File: config.mk
export PLATFORM = sky130hd
export DESIGN_NAME = spike_gen
export DESIGN_NICKNAME = d
export VERILOG_FILES = /design/src/rtl/spike_gen.sv
export SDC_FILE = /design/constraint.sdc
export NUM_CORES = 1
export LEC_CHECK = 0
export ABC_AREA = 1
export CORE_MARGIN = 3
export CORE_UTILIZATION = 48
export CTS_CLUSTER_SIZE = 28
export DETAILED_ROUTE_END_ITERATION = 7
export MAX_ROUTING_LAYER = met4
export PLACE_DENSITY = 0.68
export SLEW_MARGIN = 20
export SYNTH_ARGS = -nofsm -noshare
export SYNTH_HDL_FRONTEND = slang
export SYNTH_SLANG_ARGS = --single-unit
File: constraint.sdc
create_clock -name clk -period 12.2 [get_ports clk]
set_input_delay 2.44 -clock clk [delete_from_list [all_inputs] [get_ports clk]]
set_output_delay 2.44 -clock clk [all_outputs]
set_load 0.05 [all_outputs]
File: src/rtl/spike_gen.sv
// spike_gen: integrate-and-fire stage fed by the partial-sum combine block.
// Each accepted packet adds its psum into one neuron's membrane potential,
// fires when the potential reaches THRESH, and emits a spike/residual packet.
// After NUM_TS full timesteps every potential is cleared, one entry per cycle.

module spike_gen #(
    parameter int unsigned PACKET_D_WIDTH = 40,
    parameter int unsigned WIDTH_O        = 13,
    parameter int unsigned DEPTH_O        = 21,
    parameter int unsigned MEM_W          = 14,
    parameter int unsigned THRESH         = 64,
    parameter int unsigned NUM_TS         = 8,
    parameter logic [7:0]  OUT_HDR        = 8'hA0
) (
    input  logic                      clk,
    input  logic                      reset,
    input  logic                      in_valid,
    output logic                      in_ready,
    input  logic [PACKET_D_WIDTH-1:0] in_data,
    output logic                      out_valid,
    input  logic                      out_ready,
    output logic [PACKET_D_WIDTH-1:0] out_data,
    output logic                      ts_done,
    output logic                      idx_err
);

    // Packet field widths are fixed by the packet format.
    localparam int unsigned IDX_W = 5;
    localparam int unsigned TS_W  = 3;

    localparam logic [IDX_W-1:0] LAST_IDX = IDX_W'(DEPTH_O - 1);
    localparam logic [TS_W-1:0]  LAST_TS  = TS_W'(NUM_TS - 1);
    localparam logic [MEM_W-1:0] THRESH_V = MEM_W'(THRESH);
    localparam logic [MEM_W-1:0] POT_MAX  = {MEM_W{1'b1}};

    typedef enum logic [1:0] {
        StIdle,
        StCalc,
        StSend,
        StClear
    } state_e;

    state_e state_q, state_d;

    logic [MEM_W-1:0]          pot_q [DEPTH_O];
    logic [MEM_W-1:0]          pot_d [DEPTH_O];
    logic [IDX_W-1:0]          idx_q, idx_d;
    logic [WIDTH_O-1:0]        psum_q, psum_d;
    logic [IDX_W-1:0]          pkt_cnt_q, pkt_cnt_d;
    logic [TS_W-1:0]           ts_q, ts_d;
    logic [IDX_W-1:0]          clr_q, clr_d;
    logic [PACKET_D_WIDTH-1:0] out_data_q, out_data_d;
    logic                      ts_done_q, ts_done_d;
    logic                      idx_err_q, idx_err_d;

    // Input packet fields.
    logic [IDX_W-1:0]   in_idx;
    logic [WIDTH_O-1:0] in_psum;
    assign in_idx  = in_data[20:16];
    assign in_psum = in_data[WIDTH_O-1:0];

    logic unused_in_bits;
    assign unused_in_bits = ^{in_data[PACKET_D_WIDTH-1:21], in_data[15:WIDTH_O]};

    // Integrate datapath: one extra bit catches overflow for saturation.
    logic [MEM_W:0]   sum_ext;
    logic [MEM_W-1:0] sum_sat;
    logic             spike;
    logic [MEM_W-1:0] residual;

    // Saturating accumulate and threshold compare for the latched neuron.
    always_comb begin
        sum_ext  = {1'b0, pot_q[idx_q]} + {{(MEM_W + 1 - WIDTH_O){1'b0}}, psum_q};
        sum_sat  = sum_ext[MEM_W] ? POT_MAX : sum_ext[MEM_W-1:0];
        spike    = (sum_sat >= THRESH_V);
        residual = spike ? (sum_sat - THRESH_V) : sum_sat;
    end

    // State register.
    always_ff @(posedge clk or posedge reset) begin
        if (reset) begin
            state_q <= StIdle;
        end else begin
            state_q <= state_d;
        end
    end

    // Next-state, datapath next values and handshake outputs.
    always_comb begin
        state_d    = state_q;
        pot_d      = pot_q;
        idx_d      = idx_q;
        psum_d     = psum_q;
        pkt_cnt_d  = pkt_cnt_q;
        ts_d       = ts_q;
        clr_d      = clr_q;
        out_data_d = out_data_q;
        ts_done_d  = 1'b0;
        idx_err_d  = 1'b0;
        in_ready   = 1'b0;
        out_valid  = 1'b0;

        unique case (state_q)
            StIdle: begin
                // Gated so nothing is accepted while reset is held.
                in_ready = ~reset;
                if (in_valid && !reset) begin
                    if (in_idx > LAST_IDX) begin
                        // Out-of-range neuron: drop the packet, flag it, stay idle.
                        idx_err_d = 1'b1;
                    end else begin
                        idx_d   = in_idx;
                        psum_d  = in_psum;
                        state_d = StCalc;
                    end
                end
            end

            StCalc: begin
                pot_d[idx_q] = residual;
                // ts here is the timestep this packet belongs to.
                out_data_d   = {OUT_HDR, 2'b00, ts_q, idx_q, spike,
                                {(21 - MEM_W){1'b0}}, residual};
                state_d      = StSend;
            end

            StSend: begin
                out_valid = 1'b1;
                if (out_ready) begin
                    if (pkt_cnt_q == LAST_IDX) begin
                        pkt_cnt_d = '0;
                        ts_d      = ts_q + TS_W'(1);
                        if (ts_q == LAST_TS) begin
                            clr_d   = '0;
                            state_d = StClear;
                        end else begin
                            state_d = StIdle;
                        end
                    end else begin
                        pkt_cnt_d = pkt_cnt_q + IDX_W'(1);
                        state_d   = StIdle;
                    end
                end
            end

            StClear: begin
                pot_d[clr_q] = '0;
                if (clr_q == LAST_IDX) begin
                    ts_d      = '0;
                    ts_done_d = 1'b1;
                    state_d   = StIdle;
                end else begin
                    clr_d = clr_q + IDX_W'(1);
                end
            end
        endcase
    end

    // Potential array, counters, output packet and status pulses.
    always_ff @(posedge clk or posedge reset) begin
        if (reset) begin
            for (int i = 0; i < int'(DEPTH_O); i++) begin
                pot_q[i] <= '0;
            end
            idx_q      <= '0;
            psum_q     <= '0;
            pkt_cnt_q  <= '0;
            ts_q       <= '0;
            clr_q      <= '0;
            out_data_q <= '0;
            ts_done_q  <= 1'b0;
            idx_err_q  <= 1'b0;
        end else begin
            pot_q      <= pot_d;
            idx_q      <= idx_d;
            psum_q     <= psum_d;
            pkt_cnt_q  <= pkt_cnt_d;
            ts_q       <= ts_d;
            clr_q      <= clr_d;
            out_data_q <= out_data_d;
            ts_done_q  <= ts_done_d;
            idx_err_q  <= idx_err_d;
        end
    end

    assign out_data = out_data_q;
    assign ts_done  = ts_done_q;
    assign idx_err  = idx_err_q;

endmodule
# Yosys cells after proc, flatten, opt, wreduce, memory -nomap -nowiden
# Cells that the tools add are included.
[totals]
regBits = 353
latch_bits = 0
ramBits = 0
mem_bits_ro = 0
input_bits = 44
out_inout_bits = 44
wordCells = 107
mem_count = 0
[classes]
n_addsub = 5
mul = 0
n_div = 0
magnitude_cmp = 6
eq_ne = 13
shift = 0
n_mux = 35
bitwise_logic = 6
n_reduce_logical = 12
[op_table]
columns = ["op", "n"]
rows = [
  ["294-bit case mux with 2 select lines", 1],
  ["294-bit AND", 1],
  ["294-bit bitwise mux", 1],
  ["294-bit NOT", 1],
  ["14-bit demux with 5-bit select", 2],
  ["14-bit two-way mux", 6],
  ["14-bit binary-select mux with 5-bit select", 1],
  ["5-bit two-way mux", 5],
  ["14-bit by 13-bit adder with 15-bit output", 1],
  ["14-bit by 7-bit >= comparator with 1-bit output (second input constant)", 1],
  ["2-bit inequality test (second input constant)", 7],
  ["14-bit by 7-bit subtractor with 14-bit output (second input constant)", 1],
  ["6-bit >= comparator (second input constant)", 2],
  ["6-bit by 1-bit less-than comparator with 1-bit output (second input constant)", 2],
  ["2-bit two-way mux", 6],
  ["5-bit NOT with 6-bit output", 2],
  ["5-bit by 1-bit adder with 5-bit output (second input constant)", 2],
  ["5-bit equality test (second input constant)", 2],
  ["5-bit case mux with 2 select lines", 1],
  ["3-bit two-way mux", 3],
  ["2-bit case mux with 4 select lines", 1],
  ["4-bit AND reduction", 2],
  ["1-bit two-way mux", 7],
  ["3-bit case mux with 2 select lines", 1],
  ["other kinds (13)", 18],
]

# Depth between registers and ports, before layout
[depth]
word_depth = 10
depth_mapped = 35
mapped_depth_nobuf = 32

# Worst setup path before layout
# Ideal clock, no wire load.
[synth_path]
path_type = "input port to flip-flop"
from = "input port reset"
to = "register state_q[0]"
setup_ns = 0.083
arrival_time_ns = 10.534
required_time_ns = 12.117
slack_ns = 1.584
stages = 5
n_path_buf = 0
cell_sequence = "inv_1 > nand2_1 > nand2_1 > o211ai_1 > o21ai_0"
[synth_via]
elab_chain_cells = 4
[synth_lines]
columns = ["element", "line_no", "rtl"]
rows = [
  ["from (decl)", "16", "input logic reset,"],
  ["1-bit logical NOT (no line)", "-", ""],
  ["1-bit logical AND", "107", "if (in_valid && !reset) begin"],
  ["2-bit inequality test (no line)", "-", ""],
  ["4-bit AND reduction (no line)", "-", ""],
  ["to (signal assigned)", "82", "state_q <= StIdle;"],
  ["to (signal assigned)", "84", "state_q <= state_d;"],
  ["to (decl)", "43", "state_e state_q, state_d;"],
]
# No other way between the ends.
# A chain may end at the register's enable or synchronous reset.

# Worst setup path after layout
[layout_path]
from = "register idx_q[1]"
to = "register out_data_q[12], in the netlist out_data[12]"
[layout_via]
elab_chain_cells = 8
elab_cells_between_ends = 9
classes_between = "add/sub: 2; order compare: 1; mux: 5; bitwise: 1"
[layout_lines]
columns = ["element", "line_no", "rtl"]
rows = [
  ["from (decl)", "47", "logic [IDX_W-1:0] idx_q, idx_d;"],
  ["from (signal assigned)", "175", "idx_q <= idx_d;"],
  ["5-bit NOT with 6-bit output (implied by the code) (*)", "73", "sum_ext = {1'b0, pot_q[idx_q]} + {{(MEM_W + 1 - WIDTH_O){1'b0}}, psum_q};"],
  ["14-bit binary-select mux with 5-bit select (*)", "73", ""],
  ["14-bit two-way mux (implied by the code) (*) (2 in series)", "73", ""],
  ["14-bit by 13-bit adder with 15-bit output (*)", "73", ""],
  ["14-bit two-way mux (*)", "74", "sum_sat = sum_ext[MEM_W] ? POT_MAX : sum_ext[MEM_W-1:0];"],
  ["14-bit by 7-bit subtractor with 14-bit output / 14-bit by 7-bit >= comparator with 1-bit output (equally long branches)", "76, 75", ""],
  ["14-bit two-way mux (*)", "76", "residual = spike ? (sum_sat - THRESH_V) : sum_sat;"],
  ["to (signal assigned)", "180", "out_data_q <= out_data_d;"],
  ["to (decl)", "52", "logic [PACKET_D_WIDTH-1:0] out_data_q, out_data_d;"],
]
# Every way passes the cells marked *; elsewhere a longest branch is shown, timed or not. The select of a mux whose other input is x is not followed.

==> results.py <==
metrics = {
    "grt": {
        "grt_max_degree": 189,
        "globalRouteOverflowTotal": 0,
        "grt_pass1_wl_um": 102000,
        "grt_pass1_vias": 17730,
        "grt.total_usage": 0.316,
        "antenna_found_initial": 2,
    },
    "synthesis": {
        "ys_seq_elements": 353,
        "dominantRegCellSynth": "dfrtp_1",
        "synthArstFlopShare": 1.00,
        "synth_area_um2": 19300,
        "syn-mean-instance-area_um2": 7.74,
        "synth_edf_count": 0,
        "synth_seq_area_share": 0.457,
        "synth_cells": 2500,
        "yosys_warnings": 0,
        "ys_types": 49,
    },
    "cells_and_area": {
        "syn_to_final_growth_pct": 10.1,
        "fin_area_um2": 21300,
        "nFillCells": 3666,
        "nNetsFinal": 2524,
        "multi_input_area_um2": 9040,
        "final_cell_mix": "nand2_1 (429), o21ai_0 (357), dfrtp_1 (353)",
        "layout_commonest_cell": "nand2_1",
        "drive_gt1_frac": 0.0565,
        "register_area_um2": 8830,
        "utilization": 0.544,
    },
    "drt": {
        "dr.pass1.iters": 6,
        "drc": 0,
        "via_count": 18699,
        "drt-initial-drc-count": 2599,
        "wirelength_um": 65700,
        "viasPerCell": 6.24,
        "post_drt_wl_per_cell_um": 21.9,
        "drtAntennaViolNets": 0,
    },
    "sta": {
        "finalSetupTns_ns": 0,
        "finalCritPeriodShare": 0.713,
        "fin_skew_ns": 0.0322,
        "period_needed_ns": 8.70,
        "relSlewSlack": 0.197,
        "tightest_slew_ns": 1.20,
        "fmaxAchievable_ghz": 0.115,
        "hold_viol": 0,
        "hold_slack_ns": 0.484,
        "setup_viol": 0,
        "rsz0062_at_grt": "no",
        "drv_slew": 0,
    },
    "setup_path": {
        "path_delay_family": "simple AND/OR/NAND/NOR gates",
        "max_stage_delay_ns": 0.79,
        "crit_required_ns": 12.67,
        "crit_fanout": 60,
        "critical_path_depth": 26,
        "crit_top_cell": "nand2_1",
        "crit_path_start_kind": "flop",
        "rr_worst_depth": 26,
        "critical_path_class": "reg -> reg",
        "crit_buf_inv": 5,
        "cp.arrival_ns": 9.17,
        "end_kind": "flop",
        "crit_path_top_delay_cell": "nor2_2",
    },
    "cts": {
        "clock_path_buffers": 3,
        "post_cts_resized": 0,
        "cts_max_level": 2,
        "cts-buffers-inserted": 39,
        "cts_tree": "yes",
        "hold_buffers": 0,
        "insertion_delay_ns": 0.58,
        "post-cts-setup-buffer-count": 0,
        "cts.sinks": 353,
        "path_clk_slew_ns": 0.06,
        "clockRootBuffer": "clkbuf_16",
    },
    "placement": {
        "io_buffers": 50,
        "hpwl_um": 42100,
        "place_area_um2": 20000,
        "gp_congestion": 0.994,
    },
    "die": {
        "core_um2": 39200,
        "io_pins": 88,
        "floorplan.initialDensity": 0.494,
        "chipHeight_um": 207,
        "fp-row-count": 72,
        "die_x_um": 207,
        "die_area_um2": 42700,
    },
    "run": {
        "cap_violations": 0,
    },
    "hold_path": {
        "whs_path_depth": 2,
        "hold_path.class": "reg -> reg",
    },
    "status": {
        "status": "finished, final reports clean",
    },
}
## path summary, 6_finish.rpt
path	slack, ns	endpoint	start
setup / recovery	3.50	out_data[12]	idx_q[1]
hold reg to reg	0.48	out_data[28]	out_data[28]
min in group asynchronous	2.31	idx_err	reset
max in group asynchronous	7.50	pot_q[115]	reset
hold / removal	0.48	out_data[28]	out_data[28]
setup reg to reg	3.50	out_data[12]	idx_q[1]
## through the flow
stage	instances	setup WS, ns
2_1_floorplan	2514	4.07
3_3_place_gp	2932	3.93
3_5_place_dp	2932	3.85
4_1_cts	2996	3.80
5_1_grt	2999	3.29
6_report	2999	3.50
## cells by family (layout without fill, tap and decap cells)
group	Yosys count	count (layout)	share of synthesized area
buffers and inverters	384	349	0.0844
other	1	17	0.000194
and+or+nand+nor	907	907	0.193
xor gates and xnor gates	14	14	0.00634
DFF	353	353	0.457
adders and majority gates	24	24	0.0159
muxes	13	13	0.00757
AOI/OAI and AO/OA	804	804	0.236
## tightest hold or removal path, cell delays in order (launching register included)
cell and delay, ns:
dfrtp_1 0.34, nand2_1 0.05, o21ai_0 0.06
## routing by layer
layer  part of all wire  GRT usage  wire (µm)  vias to the layer above
met1               0.41      0.435      27100                     9100
li1                   -          -          -                     8360
met3               0.10     0.0535       6740                      189
met4              0.046      0.128       3050                        0
met5                  0          -          0                        -
met2               0.44      0.467      28800                     1050
## cell type report
| class | count | share of cell area |
|---|---|---|
| Clock buffer | 54 | 0.0513 |
| Sequential cell | 353 | 0.415 |
| Multi-Input combinational cell | 1777 | 0.424 |
| Tap cell | 518 | 0.0304 |
| Antenna cell | 2 | 0.000235 |
| Timing Repair Buffer | 81 | 0.0360 |
| Clock inverter | 10 | 0.00670 |
| Inverter | 204 | 0.0361 |
## sequential cells by signal, indices dropped and copies added (netlist names), 2 cells and up
register	flops
pot_q	294
out_data	24
psum_q	13
clr_q	5
idx_q	5
pkt_cnt_q	5
ts_q	3
state_q	2
## Yosys cell counts (3+ instances only)
| master | number | area share |
|---|---|---|
| a211oi_1 | 9 | 0.0035 |
| a21o_1 | 7 | 0.0027 |
| a21oi_1 | 230 | 0.060 |
| a21oi_2 | 5 | 0.0023 |
| a221o_1 | 4 | 0.0021 |
| a22o_1 | 3 | 0.0014 |
| a22oi_1 | 130 | 0.050 |
| buf_1 | 24 | 0.0047 |
| buf_2 | 6 | 0.0016 |
| buf_4 | 23 | 0.0089 |
| buf_6 | 13 | 0.0076 |
| clkbuf_1 | 114 | 0.022 |
| clkinv_1 | 4 | 0.00078 |
| dfrtp_1 | 353 | 0.46 |
| ha_1 | 23 | 0.015 |
| inv_1 | 190 | 0.037 |
| inv_2 | 10 | 0.0019 |
| mux2_2 | 13 | 0.0076 |
| nand2_1 | 431 | 0.084 |
| nand2_2 | 3 | 0.00097 |
| nand3_1 | 147 | 0.038 |
| nand4_1 | 16 | 0.0052 |
| nor2_1 | 280 | 0.054 |
| nor2_2 | 4 | 0.0013 |
| nor2_4 | 3 | 0.0017 |
| nor3_1 | 10 | 0.0026 |
| o2111ai_1 | 5 | 0.0023 |
| o211ai_1 | 6 | 0.0023 |
| o21ai_0 | 359 | 0.093 |
| o221ai_1 | 11 | 0.0050 |
| o22ai_1 | 29 | 0.0094 |
| xnor2_1 | 6 | 0.0027 |
| xor2_1 | 8 | 0.0036 |
Power is not shown: default switching activity piles up to over one toggle a cycle in this logic, so the estimate is an artifact.
